$ cat config.mk
export PLATFORM = sky130hd
export DESIGN_NAME = time_keeper_flat
export DESIGN_NICKNAME = d
export VERILOG_FILES = /design/src/rtl/clock_pkg.sv /design/src/rtl/time_keeper_if.sv /design/src/rtl/tick_generator.sv /design/src/rtl/time_keeper.sv /design/src/flat_wrapper.sv
export SDC_FILE = /design/constraint.sdc
export NUM_CORES = 1
export LEC_CHECK = 0
export CORE_ASPECT_RATIO = 2
export CORE_MARGIN = 5
export CORE_UTILIZATION = 61
export CTS_CLUSTER_DIAMETER = 100
export DETAILED_ROUTE_END_ITERATION = 8
export GPL_ROUTABILITY_DRIVEN = 0
export PLACE_DENSITY = 0.86
export SETUP_SLACK_MARGIN = 0.1
export SLEW_MARGIN = 20
export SYNTH_ARGS = -nofsm -noshare
export SYNTH_HDL_FRONTEND = slang
export SYNTH_HIERARCHICAL = 1
export SYNTH_SLANG_ARGS = --single-unit
$ cat constraint.sdc
create_clock -name clk -period 4.3 [get_ports clk]
set_input_delay 0.645 -clock clk [delete_from_list [all_inputs] [get_ports clk]]
set_output_delay 0.645 -clock clk [all_outputs]
set_load 0.02 [all_outputs]
$ cat src/rtl/clock_pkg.sv
// Shared time-of-day types and limits for the clock, alarm and display blocks.
package clock_pkg;

  localparam int         TIME_W   = 17;
  localparam logic [5:0] MAX_SEC  = 6'd59;
  localparam logic [5:0] MAX_MIN  = 6'd59;
  localparam logic [4:0] MAX_HOUR = 5'd23;

  typedef struct packed {
    logic [4:0] hours;
    logic [5:0] minutes;
    logic [5:0] seconds;
  } time_t;

  // seconds and minutes share the same 0..59 range
  function automatic logic [5:0] inc_mod60(input logic [5:0] v);
    return (v == MAX_SEC) ? 6'd0 : v + 6'd1;
  endfunction

  function automatic logic [4:0] inc_mod24(input logic [4:0] v);
    return (v == MAX_HOUR) ? 5'd0 : v + 5'd1;
  endfunction

endpackage

$ cat src/rtl/time_keeper_if.sv
// Edit-pulse / time-word link between time_keeper (slave) and clock_mode (master).
interface time_keeper_if;
  import clock_pkg::*;

  logic [1:0] edit_btns;
  time_t      current_time;
  logic       sec_tick;

  modport master (output edit_btns, input current_time, input sec_tick);
  modport slave  (input edit_btns, output current_time, output sec_tick);
endinterface

$ cat src/rtl/tick_generator.sv
// Prescaler: one-cycle tick when the count reaches CLK_FREQ-1.
// With SECONDS_CLEAR_ON_EDIT_EN a clear input restarts the count.
module tick_generator #(
  parameter int CLK_FREQ = 100_000_000
) (
  input  logic clk,
  input  logic reset,
`ifdef SECONDS_CLEAR_ON_EDIT_EN
  input  logic clear,
`endif
  output logic tick
);
  localparam int CNT_W = (CLK_FREQ > 1) ? $clog2(CLK_FREQ) : 1;
  localparam logic [CNT_W-1:0] TERM = CNT_W'(CLK_FREQ - 1);

  logic [CNT_W-1:0] cnt;

  assign tick = (cnt == TERM);

  always_ff @(posedge clk or posedge reset) begin
    if (reset)
      cnt <= '0;
`ifdef SECONDS_CLEAR_ON_EDIT_EN
    else if (clear)
      cnt <= '0;
`endif
    else if (tick)
      cnt <= '0;
    else
      cnt <= cnt + 1'b1;
  end
endmodule

$ cat src/rtl/time_keeper.sv
// 24 h real-time counter with hour/minute edit pulses; edits override carries.
// Optional SECONDS_CLEAR_ON_EDIT_EN: minute edits also zero seconds and the prescaler.
module time_keeper
  import clock_pkg::*;
#(
  parameter int CLK_FREQ = 100_000_000
) (
  input logic          clk,
  input logic          reset,
  time_keeper_if.slave bus
);
  logic  tick, sec_tick_q;
  logic  min_edit, hour_edit;
  logic  sec_wrap, min_wrap;
  time_t now;

  assign min_edit  = bus.edit_btns[0];
  assign hour_edit = bus.edit_btns[1];

  tick_generator #(.CLK_FREQ(CLK_FREQ)) u_tick (
    .clk   (clk),
    .reset (reset),
`ifdef SECONDS_CLEAR_ON_EDIT_EN
    .clear (min_edit),
`endif
    .tick  (tick)
  );

  // A carry into a field that is being edited this cycle is dropped.
  assign sec_wrap = tick && (now.seconds == MAX_SEC);
  assign min_wrap = sec_wrap && !min_edit && (now.minutes == MAX_MIN);

  always_ff @(posedge clk or posedge reset) begin
    if (reset) begin
      now        <= '0;
      sec_tick_q <= 1'b0;
    end else begin
      sec_tick_q <= tick;
      if (tick)
        now.seconds <= inc_mod60(now.seconds);
`ifdef SECONDS_CLEAR_ON_EDIT_EN
      if (min_edit)
        now.seconds <= '0;
`endif
      if (min_edit || sec_wrap)
        now.minutes <= inc_mod60(now.minutes);
      if (hour_edit || min_wrap)
        now.hours <= inc_mod24(now.hours);
    end
  end

  assign bus.current_time = now;
  assign bus.sec_tick     = sec_tick_q;
endmodule

$ cat src/flat_wrapper.sv
// flat-port wrapper written by rule: the top's interface ports become plain ports
module time_keeper_flat import clock_pkg::*;
#(
  parameter int CLK_FREQ = 100_000_000
)
  (clk, reset, bus_edit_btns, bus_current_time, bus_sec_tick);
  time_keeper_if bus_i ();
  input logic clk;
  input logic reset;
  input wire logic [$bits(bus_i.edit_btns)-1:0] bus_edit_btns;
  output wire logic [$bits(bus_i.current_time)-1:0] bus_current_time;
  output wire logic [$bits(bus_i.sec_tick)-1:0] bus_sec_tick;
  assign bus_i.edit_btns = bus_edit_btns;
  assign bus_current_time = bus_i.current_time;
  assign bus_sec_tick = bus_i.sec_tick;
  time_keeper #(.CLK_FREQ(CLK_FREQ)) u_core (.clk(clk), .reset(reset), .bus(bus_i));
endmodule
Yosys cells after proc, flatten, opt, wreduce, memory -nomap -nowiden
Cells that the tools add are included.
Widths: inputs -> output; s select.
- word-level logic and storage cells: 23
- input bits: 4
- output and inout port bits: 18
- flip-flop bits (word level): 45
- add/subtract/negate cells: 4
- mux-type cells: 4
- reduce and logical (&&, ||, !) cells: 6
- equality and inequality tests: 4
- operators by type and width (operator ; number):
    $add 27x1->27 const B ; 1
    $eq 27x27->1 const B ; 1
    $mux 27 ; 1
    $add 6x1->6 const B ; 2
    $eq 6x6->1 const B ; 2
    $mux 6 ; 2
    $add 5x1->5 const B ; 1
    $eq 5x5->1 const B ; 1
    $mux 5 ; 1
    $logic_and 1x1->1 ; 3
    $logic_or 1x1->1 ; 2
    $logic_not 1->1 ; 1

Logic depth before layout (Yosys ltp)
- depth after elaboration: 5
- mapped depth: 9
- mapped depth without buffers: 7

Modules after synthesis
Netlist, hierarchy kept.
- modules (own cells, without submodules) (module ; seq. area each (um^2) ; cells each ; times used ; area each (um^2)):
    tick_generator ; 675.6 ; 139 ; 1 ; 1386.3
    time_keeper ; 450.4 ; 82 ; 1 ; 904.6

Least setup slack after synthesis
OpenSTA, ideal clock, no wires.
- path type: register -> register
- start point: register u_core.u_tick.cnt[10]
- end point: register u_core.now (netlist bit u_core/bus.current_time[16])
- buffers on the path: 2
- setup slack: 1710 ps
- stages on the path, launching flop included: 10
- required time: 4234 ps
- arrival: 2524 ps
- library setup time: 66 ps
- cells stage by stage: dfrtp_1 clkbuf_2 nor4b_1 nand4_1 nor4_2 buf_2 and3b_2 a41oi_4 or4_1 nand2_1
- cells in the longest elaborated chain, start to end: 5
- ends and longest elaborated chain (what ; line ; RTL):
    from (decl) ; tick_generator.sv:16 ; logic [CNT_W-1:0] cnt;
    from (signal assigned) ; tick_generator.sv:30 ; cnt <= cnt + 1'b1;
    $eq 27x27->1 ; tick_generator.sv:18 ; assign tick = (cnt == TERM);
    named net u_core.tick ; time_keeper.sv:12 ; logic tick, sec_tick_q;
    $logic_and 1x1->1 ; time_keeper.sv:30 ; assign sec_wrap = tick && (now.seconds == MAX_SEC);
    $logic_and 1x1->1 (2 in a row) ; time_keeper.sv:31 ; assign min_wrap = sec_wrap && !min_edit && (now.minutes == MAX_MIN);
    $logic_or 1x1->1 ; time_keeper.sv:47 ; if (hour_edit || min_wrap)
    to (decl) ; time_keeper.sv:15 ; time_t now;
The timed path passes the listed nets, and every way through them passes these cells.
A chain may end at the register's enable or synchronous reset.

Worst setup path after layout
- start point: register u_core.u_tick.cnt[3]
- end point: register u_core.now (netlist bit u_core/bus.current_time[16])
The elaborated chain is that of the path after synthesis.

==> impl_metrics.env <==
export IMPL_fmax_mhz=388.1
export IMPL_p_sw_share_pct=30.26
export IMPL_initial_core_util_pct=62.83
export IMPL_cp_start_kind="flip-flop"
export IMPL_combinationalPowerShare_pct=25.0
export IMPL_antenna_cells=0
export IMPL_fp_dieW_um=53.34
export IMPL_hp_class="reg -> reg"
export IMPL_coreArea_um2=3646
export IMPL_pwr_share_seq_pct=47.0
export IMPL_postSynthCellCount=221
export IMPL_hpwlAfterDp_um=3633
export IMPL_syn_to_final_growth_pct=16.06
export IMPL_fin_hold_ws_ns=0.4703
export IMPL_ff_latch_area_um2=1126
export IMPL_finalSetupViolCount=0
export IMPL_synth_cell_area_um2=2291
export IMPL_maxCapViolCount=0
export IMPL_post_route_period_util_pct=59.92
export IMPL_dpl_cell_count=286
export IMPL_ir_worst_vdd_uv=408.3
export IMPL_pre_cts_slack_ns=1.754
export IMPL_ctsResizeCount=0
export IMPL_grt_antenna_before_repair=0
export IMPL_top_layer_used="met4"
export IMPL_final_cells=294
export IMPL_dieArea_um2=5156
export IMPL_multi_input_area_um2=1107
export IMPL_grt_pass1_wl_um=8480
export IMPL_cts_buffers=5
export IMPL_drt_antenna_violating_nets=0
export IMPL_ys_ff_latch=45
export IMPL_synth_nets=229
export IMPL_final_util_pct=72.92
export IMPL_p_leak_nw=1.121
export IMPL_met3_length_um=172
export IMPL_routedLengthMet1_um=1758
export IMPL_cp_top_family="simple AND/OR/NAND/NOR gates"
export IMPL_cp_slowest_cell="or4_1"
export IMPL_period_needed_ns=2.576
export IMPL_synth_ff_type="dfrtp_1"
export IMPL_wl_per_cell_um=16.82
export IMPL_cp_required_ns=4.54
export IMPL_cts_hold_buffers=0
export IMPL_rsz0062_at_grt="no"
export IMPL_rows=31
export IMPL_met2_length_um=2825
export IMPL_async_flop_share_pct=100.0
export IMPL_cts_sinks=45
export IMPL_tightest_slew_ns=0.9536
export IMPL_crit_fanout=21
export IMPL_cp_slowest_stage_delay_ns=0.49
export IMPL_path_class="reg -> reg"
export IMPL_powerDensity_nw_per_um2=433.8
export IMPL_p_int_uw=804.4
export IMPL_clock_skew_ns=0.009703
export IMPL_finalWirelength_um=4946
export IMPL_finalHoldViolations=0
export IMPL_track_usage_pct=21.85
export IMPL_vias_per_cell=6.146
export IMPL_worstPathArrival_ns=2.82
export IMPL_grt_max_degree=28
export IMPL_clock_latency_ns=0.30
export IMPL_synth_edf_count=0
export IMPL_final_nets=252
export IMPL_clk_pin_slew_ns=0.08
export IMPL_num_vias=1807
export IMPL_path_cells="nand4_1, nor4_2, buf_4, and3b_2, a41oi_4, or4_1, nand2_1"
export IMPL_drc=0
export IMPL_ys_seq_area_share_pct=49.15
export IMPL_switching_power_uw=349.1
export IMPL_die_y_um=96.67
export IMPL_placedInstanceArea_um2=2542
export IMPL_outcome="completed"
export IMPL_syn_area_per_cell_um2=10.37
export IMPL_synth_distinct_cells=44
export IMPL_critPathBufInv=1
export IMPL_max_clock_path_buffers=2
export IMPL_grt_overflow=0
export IMPL_stdcell_area_um2=2659
export IMPL_end_kind="flip-flop"
export IMPL_grt_pass1_vias=1872
export IMPL_power_frac_clock_pct=28.0
export IMPL_tns_ns=0
export IMPL_dr_pass1_iters=4
export IMPL_cts_setup_buffers=0
export IMPL_yosysWarnings=6
export IMPL_max_slew_margin_rel_pct=36.04
export IMPL_ios=22
export IMPL_nFillCells=289
export IMPL_portBuffers=21
export IMPL_cts_root_buf="clkbuf_8"
export IMPL_total_power_mw=1.153
export IMPL_setup_ws_ns=1.724
export IMPL_drtIter0Drc=62
export IMPL_cts_tree="done"
export IMPL_drive_above_1_share_pct=8.980
export IMPL_finalMaxSlewViolations=0
export IMPL_cts_htree_levels=2
-- final timing paths --
check | cells past startpoint | end | startpoint | slack, ns
max | 7 | u_core/bus.current_time[16] | u_core/u_tick/cnt[3] | 1.72
min | 1 | u_core/u_tick/cnt[0] | u_core/u_tick/cnt[0] | 0.47
max reg2reg | 7 | u_core/bus.current_time[16] | u_core/u_tick/cnt[3] | 1.72
min reg2reg | 1 | u_core/u_tick/cnt[0] | u_core/u_tick/cnt[0] | 0.47
max in group asynchronous | 2 | u_core/bus.current_time[7] | reset | 3.01
min in group asynchronous | 2 | u_core/u_tick/cnt[13] | reset | 0.83
-- layer usage --
layer	up-vias	GRT usage, %
met4	0	11.81
met1	874	24.54
met3	17	4.154
met5	-	0
li1	857	-
met2	59	36.80
-- synthesized netlist by cell type, types with 3 or more instances --
cell / count / share of area (%)
dfrtp_1: 45 / 49
nor2_1: 15 / 2.5
xnor2_1: 15 / 5.7
nand4_1: 13 / 3.6
o21ai_0: 13 / 2.8
nand2_1: 11 / 1.8
nand3_1: 11 / 2.4
and3_1: 9 / 2.5
a21oi_1: 8 / 1.7
inv_1: 8 / 1.3
mux2_2: 5 / 2.5
o31ai_1: 5 / 1.6
a31oi_1: 4 / 1.1
and2_1: 4 / 1.1
ha_1: 4 / 2.2
or3_1: 4 / 1.1
xor2_1: 4 / 1.5
nor2b_1: 3 / 0.82
nor3_1: 3 / 0.66
nor4b_1: 3 / 1.1
or4_1: 3 / 0.98
-- logic make-up (layout without fill, tap and decap cells) --
family | Yosys count | in the layout | share of synthesized area, %
compound gates | 43 | 43 | 12.78
buf+inv | 14 | 38 | 2.512
flops | 45 | 45 | 49.15
mux | 5 | 5 | 2.457
simple gates | 91 | 91 | 23.65
fa+ha+maj | 4 | 4 | 2.185
xor+xnor | 19 | 19 | 7.264
-- sequential cells by signal, indices dropped and copies added, names as in the netlist --
| signal | flops |
|---|---|
| u_core/bus.sec_tick | 1 |
| u_core/bus.current_time | 17 |
| u_core/u_tick/cnt | 27 |
-- area by class of cell --
cell class                      instances  area share [%]
Tap cell                               49           2.306
Inverter                                8           1.129
Sequential cell                        45           42.35
Clock inverter                          1           1.129
Clock buffer                            7           3.247
Multi-Input combinational cell        162           41.65
Timing Repair Buffer                   22           8.188
-- layout by cell type (no fill, tap or decap), types with 8 or more instances in the layout --
cell type,Yosys,final
xnor2_1,15,15
a21oi_1,8,8
and3_1,9,9
nand4_1,13,13
dfrtp_1,45,45
nand3_1,11,11
o21ai_0,13,13
nand2_1,11,11
nor2_1,15,15
clkdlybuf4s50_1,0,21
-- power by group through the flow --
stage	Combinational [mW]	Sequential, mW	Clock [mW]
floorplan	0.114	0.588	0
global placement	0.284	0.549	0
detailed placement	0.290	0.548	0
CTS	0.291	0.542	0.333
global route	0.313	0.557	0.348
finish	0.288	0.542	0.323
Note: power is estimated with default switching activity, not from simulation.
